==> config.mk <==
export PLATFORM = sky130hd
export DESIGN_NAME = sms_timing_ring
export DESIGN_NICKNAME = d
export VERILOG_FILES = /design/src/rtl/sms_timing_ring.sv
export SDC_FILE = /design/constraint.sdc
export NUM_CORES = 1
export LEC_CHECK = 0
export BUFFER_PORTS_ARGS = -buffer_cell sky130_fd_sc_hd__buf_2
export CORE_MARGIN = 2
export CORE_UTILIZATION = 40
export DETAILED_ROUTE_END_ITERATION = 10
export PLACE_DENSITY_LB_ADDON = 0.05
export SLEW_MARGIN = 0
export SYNTH_ARGS = -nofsm -noshare
export SYNTH_HDL_FRONTEND = slang
export SYNTH_SLANG_ARGS = --single-unit
==> constraint.sdc <==
create_clock -name SYSCLOCK -period 1.4 [get_ports SYSCLOCK]
set_input_delay 0.28 -clock SYSCLOCK [delete_from_list [all_inputs] [get_ports SYSCLOCK]]
set_output_delay 0.28 -clock SYSCLOCK [all_outputs]
set_load 0.05 [all_outputs]
==> src/rtl/sms_timing_ring.sv <==
// sms_timing_ring
//   One-hot timing-phase ring sequencer. A divided system clock advances a
//   ring of PHASES phases. The ring starts on a START 0->1 edge and can run
//   continuously, run one full ring cycle, or take a single phase step.
//   In continuous mode, STOP halts the ring at the next wrap.
//
// Parameters
//   DIV     SYSCLOCK cycles per phase step (1..256)
//   PHASES  number of timing phases in the ring (2..32)
//
// Ports
//   SYSCLOCK   in   system clock, rising-edge active
//   RESET_N    in   asynchronous active-low reset
//   START      in   start request, acted on at its 0->1 edge while idle
//   STOP       in   level request to halt at the end of the current ring cycle
//   MODE       in   00 run, 01 single-cycle, 10 single-step, 11 run
//   T          out  one-hot timing phases
//   PHASE_IDX  out  binary index of the set bit of T
//   TICK       out  one-cycle strobe on every phase advance
//   CYCLE_END  out  one-cycle strobe on the PHASES-1 -> 0 advance
//   RUNNING    out  high while the ring is running or halting
module sms_timing_ring #(
    parameter int unsigned DIV    = 2,
    parameter int unsigned PHASES = 10
) (
    input  logic                      SYSCLOCK,
    input  logic                      RESET_N,
    input  logic                      START,
    input  logic                      STOP,
    input  logic [1:0]                MODE,
    output logic [PHASES-1:0]         T,
    output logic [$clog2(PHASES)-1:0] PHASE_IDX,
    output logic                      TICK,
    output logic                      CYCLE_END,
    output logic                      RUNNING
);

    localparam int unsigned IW = $clog2(PHASES);
    localparam int unsigned DW = (DIV > 1) ? $clog2(DIV) : 1;

    localparam logic [DW-1:0]     DIV_LAST = DW'(DIV - 1);
    localparam logic [IW-1:0]     IDX_LAST = IW'(PHASES - 1);
    localparam logic [PHASES-1:0] T_INIT   = PHASES'(1);

    typedef enum logic [1:0] {
        S_IDLE      = 2'd0,
        S_RUN       = 2'd1,
        S_HALT_PEND = 2'd2
    } state_t;

    typedef enum logic [1:0] {
        M_RUN     = 2'b00,
        M_CYCLE   = 2'b01,
        M_STEP    = 2'b10,
        M_RUN_ALT = 2'b11
    } mode_t;

    state_t          state;
    state_t          state_next;
    mode_t           mode_q;
    logic [DW-1:0]   div_cnt;
    // Set only once START has been sampled low after reset, so a START held
    // high through reset release never looks like a rising edge.
    logic            start_low;

    logic            start_edge;
    logic            tick;
    logic            wrap;
    logic            load;

    // State register
    always_ff @(posedge SYSCLOCK or negedge RESET_N) begin
        if (!RESET_N) begin
            state <= S_IDLE;
        end else begin
            state <= state_next;
        end
    end

    // Next-state and datapath controls
    always_comb begin
        start_edge = START & start_low;
        tick       = (state != S_IDLE) && (div_cnt == DIV_LAST);
        wrap       = tick && (PHASE_IDX == IDX_LAST);
        state_next = state;
        load       = 1'b0;

        case (state)
            S_IDLE: begin
                // STOP wins over a coincident START edge.
                if (start_edge && !STOP) begin
                    state_next = S_RUN;
                    load       = 1'b1;
                end
            end
            S_RUN: begin
                case (mode_q)
                    M_CYCLE: if (wrap) state_next = S_IDLE;
                    M_STEP:  if (tick) state_next = S_IDLE;
                    default: if (STOP) state_next = S_HALT_PEND;
                endcase
            end
            S_HALT_PEND: begin
                // Committed halt: the ring always finishes its cycle.
                if (wrap) state_next = S_IDLE;
            end
            default: begin
                state_next = S_IDLE;
            end
        endcase
    end

    // Divider, phase ring and registered strobes
    always_ff @(posedge SYSCLOCK or negedge RESET_N) begin
        if (!RESET_N) begin
            start_low <= 1'b0;
            mode_q    <= M_RUN;
            div_cnt   <= '0;
            T         <= T_INIT;
            PHASE_IDX <= '0;
            TICK      <= 1'b0;
            CYCLE_END <= 1'b0;
            RUNNING   <= 1'b0;
        end else begin
            start_low <= ~START;

            if (load) begin
                mode_q  <= mode_t'(MODE);
                div_cnt <= '0;
            end else if (state != S_IDLE) begin
                div_cnt <= tick ? '0 : div_cnt + 1'b1;
            end

            if (tick) begin
                T         <= {T[PHASES-2:0], T[PHASES-1]};
                PHASE_IDX <= wrap ? '0 : PHASE_IDX + 1'b1;
            end

            TICK      <= tick;
            CYCLE_END <= wrap;
            RUNNING   <= (state_next != S_IDLE);
        end
    end

endmodule

==> qor.txt <==
die width -> 53.40 um
root buffer cell -> clkbuf_4
Max Freq -> 746.4 MHz
Post-synth EDFFs -> 0
Post-Place Cells -> 151
Total GRT Usage -> 15.71%
pwr/cell area -> 1862 nW/um^2
DR iter-0 viols -> 13
via count -> 781
Slowest Stage Delay on Critical Path -> 570 ps
Clk pin slew, worst setup/hold paths -> 120 ps
status -> finished, final reports clean
worst path arrival time -> 1060 ps
Bufs and invs on worst path -> 1
input/output buffers -> 22
GRT overflow -> 0
clock tree buffer depth -> 2
cell family with most CP delay -> flip-flops
WL per Instance -> 11.79 um
final setup fails -> 0
Yosys warning count -> 0
drt via density -> 4.943
core area -> 2255 um^2
commonest non-fill, non-tap cell in the layout -> nand2_1
DRC viols -> 0
layout cells sized above 1 -> 31.54%
routability cong. -> 0.7495
crit-path max FO -> 3
maximum VDD drop -> 0.9446 mV
Place WS -> 38.70 ps
CP cell instances -> buf_4
Min Hold Slack -> 121.7 ps
worst min-delay path class -> in2reg
fin nets -> 141
period utilization -> 95.69%
Top Ports -> 23
Starting Density -> 43.29%
worst-margin pin slew -> 499.7 ps
pin count of the biggest net entering global routing -> 24
Leakage -> 0.6642 nW
ys flop type -> dfrtp_1
synthesized area per cell -> 9.759 um^2
worst skew pair latency -> 300 ps
commonest cells after routing, fill and taps aside -> nand2_1 (40), buf_2 (21), dfrtp_1 (20)
Total Wirelength -> 1863 um
max-slew violations -> 0
setup TNS -> 0 ps
hpwl dp -> 1281 um
cts bufs inserted -> 3
first-pass GRT wire length -> 3187 um
final hold viol count -> 0
syn_nets -> 110
ant diodes -> 0
TritonRoute pass-1 iters -> 4
placement row count -> 17
number of global-route vias before repair -> 737
Non-Filler Instances -> 158
MaxCap Viol Count -> 0
Layout area overhead -> 23.59%
initial antenna violation count -> 0
slowest cell on the critical path -> dfstp_2
die height -> 53.40 um
Crit. End Element -> primary output
clock sinks -> 23
CP Launch Type -> flop
clk_skew -> 6.595 ps
setup ws final -> 60.32 ps
CP required -> 1120 ps
Netlist Area Pre-Place -> 975.9 um^2
critical path class -> reg2out
CTS tree -> built
die area -> 2851 um^2
sequential share of the synthesized area -> 59.10%
setup repair after global routing missed its margin -> false
H-tree levels -> 1
min Tclk post-route -> 1340 ps
Final ANT Viol Nets -> 0
Post-Syn Instances -> 100
Slew headroom -> 66.68%
Yosys reg bits -> 23
Yosys cell types -> 25
Async SR Flop Fraction -> 100.0%
## flip-flops by register name, summed over array words and instances (netlist names)
| register | flops |
|---|---|
| mode_q | 2 |
| start_low | 1 |
| TICK | 1 |
| div_cnt | 1 |
| T | 10 |
| state | 2 |
| PHASE_IDX | 4 |
| CYCLE_END | 1 |
| RUNNING | 1 |
## area by class of cell
type | count | area [um^2]
tap | 28 | 35.03
timing repair buffer | 28 | 160.2
multi-input combinational | 70 | 385.4
inverter | 5 | 18.77
fill | 240 | 1049
clock buffer | 3 | 22.52
sequential | 23 | 579.3
clock inverter | 1 | 5.005
## where the power goes
group	internal, mW	total (mW)	switching [mW]
Sequential	0.815	0.972	0.157
Combinational	0.340	0.978	0.638
Clock	0.106	0.295	0.189
Total	1.26	2.25	0.984
## cell families after synthesis
group / synth area share (%)
simple gates: 24.36
flops: 59.10
compound gates: 7.309
buf+inv: 2.948
fa+ha+maj: 5.128
mux: 1.154
## through the flow
step | power [mW] | instance area [um^2] | utilization [%]
floorplan | 1.629 | 978.4 | -
global placement | 1.868 | 1136 | 50.39
detailed placement | 1.881 | 1136 | 50.39
CTS | 2.191 | 1176 | 52.16
global route | 2.439 | 1206 | 53.50
finish | 2.246 | 1206 | 53.50
## path summary, 6_finish.rpt
path,from,endpoint,slack [ps],depth (start not counted)
setup / recovery,T[0],T[0],60,1
hold / removal,START,start_low,120,2
setup reg to reg,PHASE_IDX[0],RUNNING,80,5
hold reg to reg,T[0],T[0],480,2
max in group asynchronous,RESET_N,T[0],580,2
min in group asynchronous,RESET_N,T[8],460,2
## timing repair
item	4_1_cts	5_1_grt
endpoints found under the hold margin	22	0
resized for setup	1	3
hold buffers	1	0
setup endpoints to repair	1	3
pin swaps	0	0
setup buffers	0	2
## routing by layer
| metal | track usage [%] | vias up | wire (um) |
|---|---|---|---|
| met5 | 0 | - | 0 |
| met2 | 25.10 | 14 | 905 |
| met4 | 7.692 | 0 | 16 |
| met3 | 2.542 | 2 | 75 |
| li1 | - | 392 | - |
| met1 | 20.47 | 373 | 866 |
## synthesized netlist by cell type, drive strengths merged (2+ instances only)
cell	count	area [um^2]
nor2b	2	12.51
inv	5	18.76
nand3b	2	15.01
buf	2	10.01
ha	4	50.05
nand2	40	150.1
o21ai	6	33.78
nor2	2	7.510
dfrtp	22	550.5
nor3	2	10.01
No activity file was read; power rests on OpenSTA's default activity.
